[src/rtl/text_cursor_ctrl_if.sv]
// Token/BRAM-write bundle for text_cursor_ctrl.
// master: token producer / write observer side; slave: the sequencer itself.
interface text_cursor_ctrl_if #(
   parameter int COLS   = 32,
   parameter int ROWS   = 32,
   parameter int CODE_W = 5
);
   localparam int CW = $clog2(COLS);
   localparam int RW = $clog2(ROWS);
   localparam int AW = RW + CW;

   logic              tok_valid_in;
   logic [1:0]        tok_cmd_in;
   logic [CODE_W-1:0] tok_data_in;
   logic              tok_ready_out;
   logic              wr_en_out;
   logic [AW-1:0]     wr_addr_out;
   logic [CODE_W-1:0] wr_data_out;
   logic [RW-1:0]     cursor_row_out;
   logic [CW-1:0]     cursor_col_out;
   logic [RW-1:0]     scroll_out;
   logic              busy_out;

   modport master (
      output tok_valid_in, tok_cmd_in, tok_data_in,
      input  tok_ready_out, wr_en_out, wr_addr_out, wr_data_out,
      input  cursor_row_out, cursor_col_out, scroll_out, busy_out
   );

   modport slave (
      input  tok_valid_in, tok_cmd_in, tok_data_in,
      output tok_ready_out, wr_en_out, wr_addr_out, wr_data_out,
      output cursor_row_out, cursor_col_out, scroll_out, busy_out
   );
endinterface

[src/rtl/text_cursor_ctrl.sv]
// text_cursor_ctrl: write-side sequencer for the ROWSxCOLS text BRAM.
// Consumes CHAR/NEWLINE/BACKSPACE/CLEAR tokens, tracks the cursor, issues
// one BRAM write per edge, blanks the buffer after reset / CLEAR and blanks
// each row as the cursor enters it.
// Build option: define TEXT_AUTOSCROLL_EN to get a live scroll_out that keeps
// the cursor row in the VIS_ROWS window; otherwise scroll_out is tied to 0.
module text_cursor_ctrl #(
   parameter int COLS       = 32,
   parameter int ROWS       = 32,
   parameter int VIS_ROWS   = 16,
   parameter int CODE_W     = 5,
   parameter int BLANK_CODE = 0
) (
   input  logic              clk_in,
   input  logic              rst_in,
   text_cursor_ctrl_if.slave bus
);
   localparam int CW = $clog2(COLS);
   localparam int RW = $clog2(ROWS);
   localparam int AW = RW + CW;

   localparam logic [1:0]        CMD_CHAR  = 2'd0;
   localparam logic [1:0]        CMD_NL    = 2'd1;
   localparam logic [1:0]        CMD_BS    = 2'd2;
   localparam logic [CW-1:0]     COL_LAST  = CW'(COLS - 1);
   localparam logic [RW-1:0]     ROW_LAST  = RW'(ROWS - 1);
   localparam logic [AW-1:0]     ADDR_LAST = AW'(ROWS * COLS - 1);
   localparam logic [CODE_W-1:0] BLANK     = CODE_W'(BLANK_CODE);

   // Geometry the address packing and scroll arithmetic rely on.
   if (VIS_ROWS < 1 || VIS_ROWS >= ROWS ||
       (COLS & (COLS - 1)) != 0 || (ROWS & (ROWS - 1)) != 0) begin : g_bad_cfg
      $error("text_cursor_ctrl: unsupported geometry");
   end

   typedef enum logic [1:0] {S_CLEAR = 2'd0, S_IDLE = 2'd1, S_LINE = 2'd2} state_t;

   state_t            r_state, w_state_n;
   logic [AW-1:0]     r_sweep, w_sweep_n;
   logic [CW-1:0]     r_lc, w_lc_n;
   logic [RW-1:0]     r_row, w_row_n;
   logic [CW-1:0]     r_col, w_col_n;
   logic              r_wr_en, w_wr_en_n;
   logic [AW-1:0]     r_wr_addr, w_wr_addr_n;
   logic [CODE_W-1:0] r_wr_data, w_wr_data_n;
   logic              w_accept;
   logic              w_sweep_last;
   logic [RW-1:0]     w_row_inc;
   logic [CW-1:0]     w_col_dec;

   assign w_accept     = bus.tok_valid_in && (r_state == S_IDLE);
   assign w_sweep_last = (r_state == S_CLEAR) && (r_sweep == ADDR_LAST);
   assign w_row_inc    = r_row + RW'(1);
   assign w_col_dec    = r_col - CW'(1);

   // State register; reset (re)starts the full-buffer blank sweep.
   always_ff @(posedge clk_in or posedge rst_in) begin
      if (rst_in) r_state <= S_CLEAR;
      else        r_state <= w_state_n;
   end

   // Next state: sweeps run to their last cell, tokens only act in IDLE.
   always_comb begin
      w_state_n = r_state;
      case (r_state)
         S_CLEAR: if (r_sweep == ADDR_LAST) w_state_n = S_IDLE;
         S_IDLE: begin
            if (w_accept) begin
               case (bus.tok_cmd_in)
                  CMD_CHAR: if (r_col == COL_LAST) w_state_n = S_LINE;
                  CMD_NL:   w_state_n = S_LINE;
                  CMD_BS:   w_state_n = S_IDLE;
                  default:  w_state_n = S_CLEAR;
               endcase
            end
         end
         S_LINE:  if (r_lc == COL_LAST) w_state_n = S_IDLE;
         default: w_state_n = S_CLEAR;
      endcase
   end

   // Next write strobe, cursor and sweep counters.
   // NEWLINE and CLEAR issue their first blank on the accepting edge, so the
   // sweep counters start at 1; a CHAR that wraps spends its edge on the
   // glyph and starts the row blank at column 0 on the following edge.
   always_comb begin
      w_sweep_n   = r_sweep;
      w_lc_n      = r_lc;
      w_row_n     = r_row;
      w_col_n     = r_col;
      w_wr_en_n   = 1'b0;
      w_wr_addr_n = r_wr_addr;
      w_wr_data_n = r_wr_data;
      case (r_state)
         S_CLEAR: begin
            w_wr_en_n   = 1'b1;
            w_wr_addr_n = r_sweep;
            w_wr_data_n = BLANK;
            w_sweep_n   = r_sweep + AW'(1);
            if (w_sweep_last) begin
               w_row_n = '0;
               w_col_n = '0;
            end
         end
         S_IDLE: begin
            if (w_accept) begin
               case (bus.tok_cmd_in)
                  CMD_CHAR: begin
                     w_wr_en_n   = 1'b1;
                     w_wr_addr_n = {r_row, r_col};
                     w_wr_data_n = bus.tok_data_in;
                     if (r_col == COL_LAST) begin
                        w_col_n = '0;
                        w_row_n = w_row_inc;
                        w_lc_n  = '0;
                     end else begin
                        w_col_n = r_col + CW'(1);
                     end
                  end
                  CMD_NL: begin
                     w_col_n     = '0;
                     w_row_n     = w_row_inc;
                     w_wr_en_n   = 1'b1;
                     w_wr_addr_n = {w_row_inc, {CW{1'b0}}};
                     w_wr_data_n = BLANK;
                     w_lc_n      = CW'(1);
                  end
                  CMD_BS: begin
                     if (r_col != '0) begin
                        w_col_n     = w_col_dec;
                        w_wr_en_n   = 1'b1;
                        w_wr_addr_n = {r_row, w_col_dec};
                        w_wr_data_n = BLANK;
                     end
                  end
                  default: begin
                     w_wr_en_n   = 1'b1;
                     w_wr_addr_n = '0;
                     w_wr_data_n = BLANK;
                     w_sweep_n   = AW'(1);
                  end
               endcase
            end
         end
         S_LINE: begin
            w_wr_en_n   = 1'b1;
            w_wr_addr_n = {r_row, r_lc};
            w_wr_data_n = BLANK;
            w_lc_n      = r_lc + CW'(1);
         end
         default: ;
      endcase
   end

   // Datapath and output registers.
   always_ff @(posedge clk_in or posedge rst_in) begin
      if (rst_in) begin
         r_sweep   <= '0;
         r_lc      <= '0;
         r_row     <= '0;
         r_col     <= '0;
         r_wr_en   <= 1'b0;
         r_wr_addr <= '0;
         r_wr_data <= '0;
      end else begin
         r_sweep   <= w_sweep_n;
         r_lc      <= w_lc_n;
         r_row     <= w_row_n;
         r_col     <= w_col_n;
         r_wr_en   <= w_wr_en_n;
         r_wr_addr <= w_wr_addr_n;
         r_wr_data <= w_wr_data_n;
      end
   end

`ifdef TEXT_AUTOSCROLL_EN
   logic          r_wrapped, w_wrapped_n;
   logic [RW-1:0] r_scroll, w_scroll_n;

   // Wrapped latches on the ROWS-1 -> 0 step and is cleared only when a full
   // blank sweep completes; scroll follows the next cursor row.
   always_comb begin
      w_wrapped_n = r_wrapped;
      if (w_sweep_last)
         w_wrapped_n = 1'b0;
      else if (r_row == ROW_LAST && w_row_n == '0)
         w_wrapped_n = 1'b1;
      if (!w_wrapped_n && w_row_n < RW'(VIS_ROWS))
         w_scroll_n = '0;
      else
         w_scroll_n = w_row_n - RW'(VIS_ROWS - 1);
   end

   // Scroll state registers.
   always_ff @(posedge clk_in or posedge rst_in) begin
      if (rst_in) begin
         r_wrapped <= 1'b0;
         r_scroll  <= '0;
      end else begin
         r_wrapped <= w_wrapped_n;
         r_scroll  <= w_scroll_n;
      end
   end

   assign bus.scroll_out = r_scroll;
`else
   assign bus.scroll_out = '0;
`endif

   assign bus.tok_ready_out  = (r_state == S_IDLE);
   assign bus.busy_out       = (r_state != S_IDLE);
   assign bus.wr_en_out      = r_wr_en;
   assign bus.wr_addr_out    = r_wr_addr;
   assign bus.wr_data_out    = r_wr_data;
   assign bus.cursor_row_out = r_row;
   assign bus.cursor_col_out = r_col;
endmodule

[src/flat_wrapper.sv]
// flat-port wrapper written by rule: the top's interface ports become plain ports
module text_cursor_ctrl_flat 
#(
   parameter int COLS       = 32,
   parameter int ROWS       = 32,
   parameter int VIS_ROWS   = 16,
   parameter int CODE_W     = 5,
   parameter int BLANK_CODE = 0
)
  (clk_in, rst_in, bus_tok_valid_in, bus_tok_cmd_in, bus_tok_data_in, bus_tok_ready_out, bus_wr_en_out, bus_wr_addr_out, bus_wr_data_out, bus_cursor_row_out, bus_cursor_col_out, bus_scroll_out, bus_busy_out);
  text_cursor_ctrl_if #(.COLS(COLS), .ROWS(ROWS), .CODE_W(CODE_W)) bus_i ();
  input  logic clk_in;
  input  logic rst_in;
  input wire logic [$bits(bus_i.tok_valid_in)-1:0] bus_tok_valid_in;
  input wire logic [$bits(bus_i.tok_cmd_in)-1:0] bus_tok_cmd_in;
  input wire logic [$bits(bus_i.tok_data_in)-1:0] bus_tok_data_in;
  output wire logic [$bits(bus_i.tok_ready_out)-1:0] bus_tok_ready_out;
  output wire logic [$bits(bus_i.wr_en_out)-1:0] bus_wr_en_out;
  output wire logic [$bits(bus_i.wr_addr_out)-1:0] bus_wr_addr_out;
  output wire logic [$bits(bus_i.wr_data_out)-1:0] bus_wr_data_out;
  output wire logic [$bits(bus_i.cursor_row_out)-1:0] bus_cursor_row_out;
  output wire logic [$bits(bus_i.cursor_col_out)-1:0] bus_cursor_col_out;
  output wire logic [$bits(bus_i.scroll_out)-1:0] bus_scroll_out;
  output wire logic [$bits(bus_i.busy_out)-1:0] bus_busy_out;
  assign bus_i.tok_valid_in = bus_tok_valid_in;
  assign bus_i.tok_cmd_in = bus_tok_cmd_in;
  assign bus_i.tok_data_in = bus_tok_data_in;
  assign bus_tok_ready_out = bus_i.tok_ready_out;
  assign bus_wr_en_out = bus_i.wr_en_out;
  assign bus_wr_addr_out = bus_i.wr_addr_out;
  assign bus_wr_data_out = bus_i.wr_data_out;
  assign bus_cursor_row_out = bus_i.cursor_row_out;
  assign bus_cursor_col_out = bus_i.cursor_col_out;
  assign bus_scroll_out = bus_i.scroll_out;
  assign bus_busy_out = bus_i.busy_out;
  text_cursor_ctrl #(.COLS(COLS), .ROWS(ROWS), .VIS_ROWS(VIS_ROWS), .CODE_W(CODE_W), .BLANK_CODE(BLANK_CODE)) u_core (.clk_in(clk_in), .rst_in(rst_in), .bus(bus_i));
endmodule
[config.mk]
export PLATFORM = sky130hd
export DESIGN_NAME = text_cursor_ctrl_flat
export DESIGN_NICKNAME = d
export VERILOG_FILES = /design/src/rtl/text_cursor_ctrl_if.sv /design/src/rtl/text_cursor_ctrl.sv /design/src/flat_wrapper.sv
export SDC_FILE = /design/constraint.sdc
export NUM_CORES = 1
export LEC_CHECK = 0
export BUFFER_PORTS_ARGS = -buffer_cell sky130_fd_sc_hd__buf_2
export CAP_MARGIN = 20
export CELL_PAD_IN_SITES_DETAIL_PLACEMENT = 1
export CELL_PAD_IN_SITES_GLOBAL_PLACEMENT = 1
export CORE_AREA = 5 5 80 90
export CTS_BUF_LIST = sky130_fd_sc_hd__clkbuf_16
export DETAILED_ROUTE_END_ITERATION = 10
export DIE_AREA = 0 0 85 95
export GPL_TIMING_DRIVEN = 0
export PLACE_DENSITY_LB_ADDON = 0.1
export SLEW_MARGIN = 0
export SYNTH_ARGS = -nofsm -noshare
export SYNTH_HDL_FRONTEND = slang
export SYNTH_SLANG_ARGS = --single-unit
export TNS_END_PERCENT = 10
[constraint.sdc]
create_clock -name clk_in -period 3.3 [get_ports clk_in]
set_clock_uncertainty 0.2 [all_clocks]
set_input_delay 0.33 -clock clk_in [delete_from_list [all_inputs] [get_ports clk_in]]
set_output_delay 0.33 -clock clk_in [all_outputs]
set_load 0.1 [all_outputs]
==> impl_metrics.json <==
{
  "status": "complete, no violations",
  "grt_pass1_vias": 2651,
  "cp-end-kind": "flop",
  "dr.first_iter.drc_count": 102,
  "use_met3_pct": 2.705,
  "async_flop_share_pct": 100.0,
  "drtAntennaViolNets": 0,
  "clock-sinks": 43,
  "fmaxAchievable_mhz": 394.5,
  "syn_inst": 318,
  "cts_resized": 0,
  "cts_buffers": 5,
  "die_height_um": 95,
  "synth-edff-count": 0,
  "period_minus_slack_ns": 2.535,
  "busiest_layer": "met2",
  "yosys.area.top_type": "dfrtp_1",
  "grt.overflow.total": 0,
  "timing.setup.tns_ns": 0,
  "rsz0062_at_grt": "no",
  "wl_um": 7818,
  "io_buffer_count": 37,
  "whs_ns": 0.1077,
  "cts_tree": "built",
  "worstHoldPathType": "in -> reg",
  "viasPerCell": 5.632,
  "tightest_slew_ns": 0.5931,
  "antenna_cells": 0,
  "syn_to_final_growth_pct": 18.99,
  "drc": 0,
  "wl_per_cell_um": 17.33,
  "gp_congestion": 0.8267,
  "slew_viol_final": 0,
  "dr.pass1.iters": 4,
  "gr-usage-met1_pct": 24.07,
  "initial_core_util_pct": 43.73,
  "ios": 43,
  "holdBufCountCts": 1,
  "core_sq_um": 6284,
  "antenna_found_initial": 0,
  "synth.distinct_cells": 52,
  "fp.dieW_um": 85,
  "drive_gt1_share_pct": 18.97,
  "vias": 2540,
  "synthesis.area_sq_um": 2748,
  "critPathLaunchType": "flop",
  "crit_arrival_ns": 2.53,
  "clock_path_buffers": 2,
  "fin_util_pct": 52.03,
  "grt_max_degree": 42,
  "die-area_sq_um": 8075,
  "clk_latency_ns": 0.29,
  "setup_viol": 0,
  "ys_warn_count": 0,
  "grt_usage_pct": 20.38,
  "num_rows": 31,
  "cts_root_buf": "clkbuf_16",
  "critical_path.max_fanout": 10,
  "htreeDepth": 2,
  "grt_pass1_wl_um": 13070,
  "required_ns": 3.30,
  "cts_setup_buffers": 0,
  "ys_ff_latch": 43,
  "synthFlopType": "dfrtp_1",
  "critical_path_class": "reg -> reg",
  "synth_area_leaders": "dfrtp_1 39%, ha_1 7.3%, o21ai_0 6.6%, nand2_1 5.9%, nor2_1 4.0%",
  "clk_pin_slew_ns": 0.06,
  "dp_hpwl_um": 5860,
  "period_share_pct": 76.82,
  "grt_use_met2_pct": 36.98,
  "max_slew_margin_pct": 60.04,
  "ys_seq_area_share_pct": 39.16,
  "synth.avg_cell_area_sq_um": 8.640,
  "hold_viol": 0,
  "layout.nets": 394,
  "reg2reg_slack_ns": 0.77,
  "netlist.area_leader.share_pct": 39.16,
  "maxCapViolations": 0
}
-- worst paths after layout --
check | from | to | cells after the start
worst min register to register | u_core.bus.wr_addr_out[5] | u_core.bus.wr_addr_out[5] | 1
max in group asynchronous | rst_in | u_core.r_lc[4] | 4
worst max-delay path | u_core.bus.cursor_col_out[2] | u_core.bus.cursor_row_out[3] | 8
worst min-delay path | bus_tok_data_in[3] | u_core.bus.wr_data_out[3] | 3
worst max register to register | u_core.bus.cursor_col_out[2] | u_core.bus.cursor_row_out[3] | 8
min in group asynchronous | rst_in | u_core.bus.wr_data_out[0] | 3
-- synthesized netlist by cell type, drive strengths merged (2+ instances only) --
| master | count |
|---|---|
| dfrtp | 43 |
| nand2 | 43 |
| o21ai | 36 |
| nor2 | 29 |
| ha | 16 |
| a21oi | 15 |
| inv | 15 |
| nand3 | 13 |
| clkbuf | 12 |
| buf | 10 |
| a22o | 9 |
| mux2i | 6 |
| nand2b | 5 |
| nand4 | 5 |
| nor2b | 5 |
| o22ai | 5 |
| xor2 | 5 |
| and3 | 4 |
| o211ai | 4 |
| o31ai | 4 |
| nand3b | 3 |
| a21o | 2 |
| and2 | 2 |
| o2111ai | 2 |
| o311ai | 2 |
| or3 | 2 |
| or3b | 2 |
| xnor2 | 2 |
-- sequential cells by signal (all words and copies together), names as in the netlist --
| register | flops |
|---|---|
| u_core.bus.cursor_col_out | 5 |
| u_core.bus.cursor_row_out | 5 |
| u_core.bus.wr_addr_out | 10 |
| u_core.bus.wr_data_out | 5 |
| u_core.bus.wr_en_out | 1 |
| u_core.r_lc | 5 |
| u_core.r_state | 2 |
| u_core.r_sweep | 10 |
-- cells in the final DEF, fill, tap and decap left out, types with 6 or more instances in the layout --
master,count
inv_1,15
a21oi_1,15
ha_1,16
nand3_1,13
nand2_1,43
nor2_1,29
clkbuf_1,11
buf_4,6
dfrtp_1,43
buf_2,41
mux2i_1,6
o21ai_0,36
-- metal layers --
metal / share of wire, % / wire length, um / vias up
li1: - / - / 1210
met1: 42 / 3246 / 1263
met2: 52 / 4080 / 51
met3: 3.4 / 268 / 16
met4: 2.9 / 223 / 0
met5: 0 / 0 / -
-- stage by stage --
step	instance area [sq um]	setup WS, ns	std cells
after floorplan	2763	0.1946	322
after global placement	3050	0.8261	441
after detailed placement	3070	0.7698	442
final	3269	0.7650	451
after global routing	3269	0.5195	451
after CTS	3269	0.7420	451
-- worst max-delay path: stages (launching register included) --
cell	delay [ns]
dfrtp_1	0.42
clkbuf_1	0.23
and3_1	0.21
ha_1	0.24
mux2i_1	0.25
nor2_1	0.12
o21ai_0	0.51
o21ai_0	0.18
o31ai_1	0.09
-- cells by family after synthesis --
kind of cell / Yosys count / synth area share, %
simple gates: 118 / 20.35
compound gates: 89 / 22.13
flops: 43 / 39.16
buf+inv: 37 / 6.102
fa+ha+maj: 16 / 7.286
xor+xnor: 7 / 2.231
mux: 7 / 2.596
other cells: 1 / 0.1365
-- area by class of cell --
cell class              instances  area [sq um]
plain buffers                  22         111.4
well taps                      82         102.6
multi-input cells             242          1519
fillers                       778          3014
clock buffers                   5         125.1
inverters                      15         56.30
flip-flops and latches         43          1076
repair buffers                 39         215.2
clock inverters                 3         63.81
Power is not shown: default switching activity piles up to over one toggle a cycle in this logic, so the estimate is an artifact.
